## config.mk

```make
export PLATFORM = sky130hd
export DESIGN_NAME = tia_frame_capture
export DESIGN_NICKNAME = d
export VERILOG_FILES = /design/src/rtl/tia_frame_capture.sv
export SDC_FILE = /design/constraint.sdc
export NUM_CORES = 1
export LEC_CHECK = 0
export ABC_AREA = 1
export CORE_MARGIN = 2
export CORE_UTILIZATION = 40
export DETAILED_ROUTE_END_ITERATION = 7
export SYNTH_ARGS = -nofsm -noshare
export SYNTH_HDL_FRONTEND = slang
export SYNTH_SLANG_ARGS = --single-unit
```

## constraint.sdc

```tcl
create_clock -name clock -period 3.9 [get_ports clock]
set_clock_uncertainty 0.2 [all_clocks]
set_input_delay 0.975 -clock clock [delete_from_list [all_inputs] [get_ports clock]]
set_output_delay 0.975 -clock clock [all_outputs]
set_load 0.02 [all_outputs]
```

## src/rtl/tia_frame_capture.sv

```systemverilog
// TIA video receiver: registers the raw TIA outputs, finds vertical and horizontal sync,
// and streams every visible pixel with its (x,y) position through a show-ahead FIFO.
module tia_frame_capture #(
  parameter int unsigned VSYNC_MIN  = 32,
  parameter int unsigned FIFO_DEPTH = 4
) (
  input  logic       clock,
  input  logic       reset_bar,
  input  logic [2:0] l,
  input  logic [3:0] c,
  input  logic       syn,
  input  logic       blk_bar,
  input  logic       pixel_ready,
  output logic       pixel_valid,
  output logic [7:0] pixel_x,
  output logic [8:0] pixel_y,
  output logic [7:0] pixel_color,
  output logic       frame_done,
  output logic       overflow,
  output logic       in_frame
);

  localparam int unsigned SyncW  = $clog2(VSYNC_MIN + 1);
  localparam int unsigned AddrW  = $clog2(FIFO_DEPTH);
  localparam int unsigned PtrW   = AddrW + 1;
  localparam int unsigned EntryW = 25;  // {x[7:0], y[8:0], color[7:0]}

  typedef enum logic [1:0] {StSeek, StVsync, StActive} state_e;

  // Input sample stage
  logic [2:0] s_l_q;
  logic [3:0] s_c_q;
  logic       s_syn_q;
  logic       s_blk_q;

  // Line/frame tracking
  state_e           state_q, state_d;
  logic [SyncW-1:0] sync_run_q, sync_run_d;
  logic [7:0]       x_q, x_d;
  logic [8:0]       y_q, y_d;
  logic             line_has_q, line_has_d;
  logic             frame_has_q, frame_has_d;
  logic             line_full_q, line_full_d;
  logic             frame_done_q, frame_done_d;
  logic             push;
  logic             vsync_hit;
  logic             hsync_edge;

  // FIFO
  logic [EntryW-1:0] mem_q [FIFO_DEPTH];
  logic [PtrW-1:0]   wr_ptr_q, rd_ptr_q;
  logic [PtrW-1:0]   count;
  logic [AddrW-1:0]  head_idx;
  logic              fifo_full;
  logic              fifo_empty;
  logic              pop;
  logic              push_ok;
  logic              overflow_q, overflow_d;
  logic [EntryW-1:0] push_data;

  // Register the TIA pins once per color clock
  always_ff @(posedge clock) begin
    if (!reset_bar) begin
      s_l_q   <= '0;
      s_c_q   <= '0;
      s_syn_q <= 1'b0;
      s_blk_q <= 1'b0;
    end else begin
      s_l_q   <= l;
      s_c_q   <= c;
      s_syn_q <= syn;
      s_blk_q <= blk_bar;
    end
  end

  // Saturating run length of sampled sync; a zero run length means the previous sample was low
  always_comb begin
    sync_run_d = '0;
    if (s_syn_q) begin
      sync_run_d = (sync_run_q == SyncW'(VSYNC_MIN)) ? sync_run_q : sync_run_q + SyncW'(1);
    end
    vsync_hit  = (sync_run_d == SyncW'(VSYNC_MIN));
    hsync_edge = s_syn_q && (sync_run_q == '0);
  end

  // Frame FSM next state, position counters and capture decision
  always_comb begin
    state_d      = state_q;
    x_d          = x_q;
    y_d          = y_q;
    line_has_d   = line_has_q;
    frame_has_d  = frame_has_q;
    line_full_d  = line_full_q;
    frame_done_d = 1'b0;
    push         = 1'b0;
    unique case (state_q)
      StSeek: begin
        if (vsync_hit) state_d = StVsync;
      end
      StVsync: begin
        if (!s_syn_q) begin
          state_d     = StActive;
          x_d         = '0;
          y_d         = '0;
          line_has_d  = 1'b0;
          frame_has_d = 1'b0;
          line_full_d = 1'b0;
        end
      end
      StActive: begin
        if (vsync_hit) begin
          state_d      = StVsync;
          frame_done_d = frame_has_q;
        end else if (hsync_edge) begin
          x_d         = '0;
          line_full_d = 1'b0;
          // Fully blanked lines do not consume a line number
          if (line_has_q && (y_q != 9'd511)) y_d = y_q + 9'd1;
          line_has_d = 1'b0;
        end else if (s_blk_q && !s_syn_q && !line_full_q) begin
          push        = 1'b1;
          line_has_d  = 1'b1;
          frame_has_d = 1'b1;
          if (x_q == 8'd255) line_full_d = 1'b1;
          else               x_d         = x_q + 8'd1;
        end
      end
      default: state_d = StSeek;
    endcase
  end

  // Frame FSM and counter registers
  always_ff @(posedge clock) begin
    if (!reset_bar) begin
      state_q      <= StSeek;
      sync_run_q   <= '0;
      x_q          <= '0;
      y_q          <= '0;
      line_has_q   <= 1'b0;
      frame_has_q  <= 1'b0;
      line_full_q  <= 1'b0;
      frame_done_q <= 1'b0;
    end else begin
      state_q      <= state_d;
      sync_run_q   <= sync_run_d;
      x_q          <= x_d;
      y_q          <= y_d;
      line_has_q   <= line_has_d;
      frame_has_q  <= frame_has_d;
      line_full_q  <= line_full_d;
      frame_done_q <= frame_done_d;
    end
  end

  // FIFO status, push/pop qualification and head selection
  always_comb begin
    count      = wr_ptr_q - rd_ptr_q;
    fifo_empty = (wr_ptr_q == rd_ptr_q);
    fifo_full  = (count == PtrW'(FIFO_DEPTH));
    pop        = !fifo_empty && pixel_ready;
    push_ok    = push && (!fifo_full || pop);
    overflow_d = overflow_q | (push && fifo_full && !pop);
    push_data  = {x_q, y_q, s_c_q, s_l_q, 1'b0};
    // When empty the slot behind the read pointer still holds the last head shown
    head_idx   = fifo_empty ? rd_ptr_q[AddrW-1:0] - AddrW'(1) : rd_ptr_q[AddrW-1:0];
  end

  // FIFO storage and pointers
  always_ff @(posedge clock) begin
    if (!reset_bar) begin
      wr_ptr_q   <= '0;
      rd_ptr_q   <= '0;
      overflow_q <= 1'b0;
      for (int i = 0; i < FIFO_DEPTH; i++) mem_q[i] <= '0;
    end else begin
      overflow_q <= overflow_d;
      if (push_ok) begin
        mem_q[wr_ptr_q[AddrW-1:0]] <= push_data;
        wr_ptr_q                   <= wr_ptr_q + PtrW'(1);
      end
      if (pop) rd_ptr_q <= rd_ptr_q + PtrW'(1);
    end
  end

  assign pixel_valid = !fifo_empty;
  assign pixel_x     = mem_q[head_idx][24:17];
  assign pixel_y     = mem_q[head_idx][16:8];
  assign pixel_color = mem_q[head_idx][7:0];
  assign frame_done  = frame_done_q;
  assign overflow    = overflow_q;
  assign in_frame    = (state_q == StActive);

endmodule

```

# Yosys cells after proc, flatten, opt, wreduce, memory -nomap -nowiden

Memory sizes are Yosys's and may differ from the RTL's.
Cells that the tools add are included.
Widths: inputs -> output; s select.

Div/mod/pow operators: 0
Equality and inequality tests: 18
Shift operators: 0
Multiply operators: 0
$lt $le $gt $ge: 0
Reduce and logical (&&, ||, !) cells: 26
Bitwise operators: 1
Multiplexer cells: 41
$add $sub $neg: 7

Operators by type and width:

| cell                | count |
|---|---|
| $mux 8              | 5 |
| $mux 9              | 4 |
| $mux 24             | 1 |
| $reduce_or 24->1    | 1 |
| $reduce_and 5->1    | 4 |
| $mux 1              | 19 |
| $pmux 9 s2          | 1 |
| $pmux 8 s2          | 1 |
| $eq 6x6->1 const B  | 2 |
| $mux 6              | 2 |
| $add 9x1->9 const B | 1 |
| $ne 9x9->1 const B  | 1 |
| $add 8x1->8 const B | 1 |
| $eq 8x8->1 const B  | 1 |
| $logic_and 1x1->1   | 8 |
| $mux 2              | 4 |
| $ne 2x1->1 const B  | 4 |
| $add 3x1->3 const B | 2 |
| $add 6x1->6 const B | 1 |
| $logic_not 6->1     | 1 |
| $ne 2x2->1 const B  | 3 |
| $ne 3x1->1 const B  | 2 |
| $pmux 1 s2          | 3 |
| $logic_not 1->1     | 5 |
| 16 further kinds    | 16 |

Register bits: 45
Output and inout bits: 29
Memories: 1
Bits of input ports: 12
Bits in writable memories: 96
Bits in latches: 0
Word-level logic and storage cells: 109
Bits in read-only memories: 0

Memory list:

| memory | words | bits a word | rd ports | clocked after memory_dff | write ports | line | source |
|---|---|---|---|---|---|---|---|
| mem_q  | 4     | 24          | 1        | 0                        | 4           | 50   | `logic [EntryW-1:0] mem_q [FIFO_DEPTH];` |

# Logic depth before layout (Yosys ltp)

Word-level depth: 13
Gate-level depth with buffers: 14
Gate-level depth less buffers: 14

# Worst setup path after synthesis

OpenSTA, ideal clock, no wires.

Kind: register to register
Start point: register wr_ptr_q[0]
End point: memory mem_q[3][0] (netlist name), enable pin
Data arrival time: 2.724 ns
Setup time: 0.405 ns
Slack: 0.571 ns
Path buffers: 0
Stages on the path, launching flop included: 15
Data required time: 3.295 ns
Cells stage by stage: dfxtp_1 inv_1 ha_1 nand2_1 inv_1 nand2_4 nand2_4 nand3_2 nand2_2 inv_2 nand2_4 nor2_8 inv_1 nand2_1 nor2_1

RTL lines:

| element                | line | source |
|---|---|---|
| from (decl)            | 51   | `logic [PtrW-1:0] wr_ptr_q, rd_ptr_q;` |
| from (signal assigned) | 179  | `wr_ptr_q <= wr_ptr_q + PtrW'(1);` |
| to (decl)              | 50   |  |

# Worst setup path in the final report

Start point: register rd_ptr_q[1]
End point: output port pixel_color[7]

Word-level cells in the longest chain between the ends: 3
Elaborated cells between the ends (all ways): 4
Classes of those cells: add/sub (1); eq/ne (1); mux (1); memory (1)

RTL lines:

| element                                   | line     | source |
|---|---|---|
| from (decl)                               | 51       |  |
| from (signal assigned)                    | 181      | `if (pop) rd_ptr_q <= rd_ptr_q + PtrW'(1);` |
| $sub 2x1->2 or $eq 3x3->1 (tied branches) | 165, 158 |  |
| $mux 2 *                                  | 165      | `head_idx = fifo_empty ? rd_ptr_q[AddrW-1:0] - AddrW'(1) : rd_ptr_q[AddrW-1:0];` |
| $mem_v2 4x24 *                            | n/a      |  |
| to (decl)                                 | 17       | `output logic [7:0] pixel_color,` |

Mark *: on every way between the ends. The rest lies on a longest branch, timed or not.

==> results.toml <==
[finish]
n_antenna_cell = 0
nets = 760
instances_no_fill = 967
syn2layout_area_growth_pct = 17.0
layout_common_cells = "nor2_1 (153), edfxtp_1 (96), nand2_1 (72)"
final_common_cell = "nor2_1"
layout-drive-gt1-share = 0.174

[yosys]
synthMuxAreaShare = 0
synth_nets = 713
ys_seq_area_frac = 0.579
yosys_warnings = 0
synth-xor-area-share = 0.0132
syn_inst = 692
synthAdderAreaFrac = 0.0172
synth_compound_area_frac = 0.0834
synth-seq-cells = 141
syn_area_per_cell_um2 = 9.45
synth_top_family_by_area = "simple AND/OR/NAND/NOR gates"
synth-simple-area-share = 0.241
syn_area_um2 = 6540
yosys.cell_types.count = 38

[clock_tree]
cts_root_buf = "clkbuf_16"
cts_buffers = 17
cts_tree = "yes"
clockBufferDepth = 2
clock_sinks = 141
clk_latency_ns = 0.42
clk_pin_slew_ns = 0.06
h-tree-depth = 4
ctsHoldBuffers = 0

[power_and_ir_drop]
swShare = 0.285
p_sw_mw = 1.10
combPwrFrac = 0.185
ir_drop_uv = 330
intPower_mw = 2.75
p_leak_nw = 2.86
seq_power_share = 0.428
p_per_area_nw_per_um2 = 503
p_clk_frac = 0.387

[placement]
hpwl_um = 9140
io_buffers = 39
gp_congestion = 0.814
pre_cts_ws_ns = 0.227
dpl.cell_count = 935

[worst_setup_path]
timing.rr.end = "mem_q[0][8]$_SDFFCE_PN0P_"
ff2ff_setup_slack_ns = 1.18
worstSetupPathType = "reg2out"
worstSetupStartpointType = "flip-flop"
end_kind = "primary output"
timing.critical_path.fanout_max = 12
cp.required_ns = 2.72
rr_worst_depth = 11
reg2reg_from = "state_q[1]$_SDFFE_PN0P_"
critPathArrivalTime_ns = 2.56

[routing]
drt-total-wl_um = 15100
drc = 0
via_per_inst = 5.04
via_count = 4875
first_pass_iters = 5
wire_per_inst_um = 15.6
drt.antenna.violating_nets = 0
drt-initial-drc-count = 376

[sta]
fmax_mhz = 268
tightest_slew_ns = 0.506
maxSlewHeadroom = 0.662
whs_ns = 0.259
finalSetupViolations = 0
period_minus_slack_ns = 3.74
timing.setup.tns_ns = 0
drv_slew = 0
rsz0062_at_grt = "no"
fin_ws_ns = 0.163
finalCritPeriodShare = 0.958
hold_viol = 0

[global_route]
use_met2 = 0.298
busiest_layer = "met2"
antenna_found_initial = 0
grt_max_degree = 49
grtUsageTotal = 0.180
grt_pass1_wl_um = 24900
use_met1 = 0.232
grt_pass1_vias = 4954
gr-total-overflow = 0
met3_usage = 0.0446

[job]
maxCapViolations = 0

[floorplanning]
die_y_um = 132
core-area_um2 = 15900
die_w_um = 132
design.die.area_um2 = 17400
pin_count = 41
initial_utilization = 0.410
num_rows = 46

[worst_hold_path]
holdPathEnd = "frame_done$_SDFF_PN0_"
hold-path-cell-count = 2
holdCritPathClass = "reg2reg"
hold_start = "frame_has_q$_SDFFE_PN0P_"

[outcome]
status = "complete, no violations"
flip-flops by register name, summed over array words and instances (netlist names), 2 cells and up:
register / cells
sync_run_q: 6
s_l_q: 3
mem_q: 96
state_q: 2
y_q: 9
x_q: 8
wr_ptr_q: 3
rd_ptr_q: 3
s_c_q: 4
power by group through the flow:
stage / clock network [mW] / registers, mW / logic [mW]
floorplan: 0 / 1.68 / 0.436
global placement: 0 / 1.68 / 0.771
detailed placement: 0 / 1.68 / 0.780
CTS: 1.53 / 1.65 / 0.713
global route: 1.59 / 1.65 / 0.778
finish: 1.49 / 1.65 / 0.713
through the flow:
stage / total power [mW] / util / instance area, um2
floorplan: 2.11 / - / 6540
global placement: 2.45 / 0.451 / 7190
detailed placement: 2.46 / 0.451 / 7190
CTS: 3.89 / 0.483 / 7700
global route: 4.02 / 0.480 / 7650
finish: 3.85 / 0.480 / 7650
worst max path at each step:
stage	from	end	depth (start not counted)
3_3_place_gp	rd_ptr_q[1]$_SDFFE_PN0P_	pixel_x[4]	12
3_5_place_dp	rd_ptr_q[1]$_SDFFE_PN0P_	pixel_x[4]	12
6_report	rd_ptr_q[1]$_SDFFE_PN0P_	pixel_color[7]	11
5_1_grt	rd_ptr_q[1]$_SDFFE_PN0P_	pixel_x[4]	12
4_1_cts	rd_ptr_q[1]$_SDFFE_PN0P_	pixel_x[5]	12
2_1_floorplan	wr_ptr_q[0]$_SDFFE_PN0P_	mem_q[3][0]$_DFFE_PP_	14
cell usage after synthesis, drive strengths merged:
cell	number	share of area
nor4	1	0.00096
nor2	189	0.13
nor3b	3	0.0034
buf	20	0.021
ha	9	0.017
conb	1	0.00057
xor2	7	0.0094
nor3	5	0.0046
or2	2	0.0019
edfxtp	96	0.44
nand3b	1	0.0011
o21ai	57	0.044
nand3	27	0.026
xnor2	2	0.0038
and3	1	0.00096
nand4	20	0.019
a21oi	19	0.015
nand2	83	0.056
o22ai	24	0.023
inv	67	0.038
dfxtp	45	0.14
clkbuf	11	0.0063
o21a	2	0.0023
layout make-up:
| class | count | area, um2 |
|---|---|---|
| Fill cell | 1509 | 8290 |
| Sequential cell | 141 | 3780 |
| Timing Repair Buffer | 59 | 474 |
| Clock buffer | 20 | 447 |
| Clock inverter | 11 | 96.3 |
| Multi-Input combinational cell | 453 | 2330 |
| Inverter | 67 | 254 |
| Tap cell | 216 | 270 |
timing repair:
action / 4_1_cts / 5_1_grt
endpoints found under the hold margin: 0 / 0
setup buffers: 0 / 0
setup endpoints to repair: 24 / 24
gates resized for setup: 25 / 51
cloned: 0 / 1
worst max-delay path, cell delays in order, from the launching register on:
cell	delay (ns)
dfxtp_1	0.35
inv_1	0.07
ha_1	0.29
nand2_1	0.06
inv_1	0.14
nand2_4	0.10
o21a_1	0.26
inv_4	0.15
buf_4	0.19
o21ai_0	0.09
o22ai_1	0.11
clkdlybuf4s15_1	0.32
kinds of logic after synthesis:
| family | Yosys count |
|---|---|
| compound gates | 102 |
| xor+xnor | 9 |
| fa+ha+maj | 9 |
| buf+inv | 98 |
| flops | 141 |
| other cells | 1 |
| simple gates | 332 |
layer usage:
| metal | part of all wire | vias to the layer above |
|---|---|---|
| met4 | 0.0067 | 0 |
| met1 | 0.45 | 2319 |
| li1 | - | 2411 |
| met2 | 0.49 | 140 |
| met5 | 0 | - |
| met3 | 0.062 | 5 |
No activity file was read; power rests on OpenSTA's default activity.
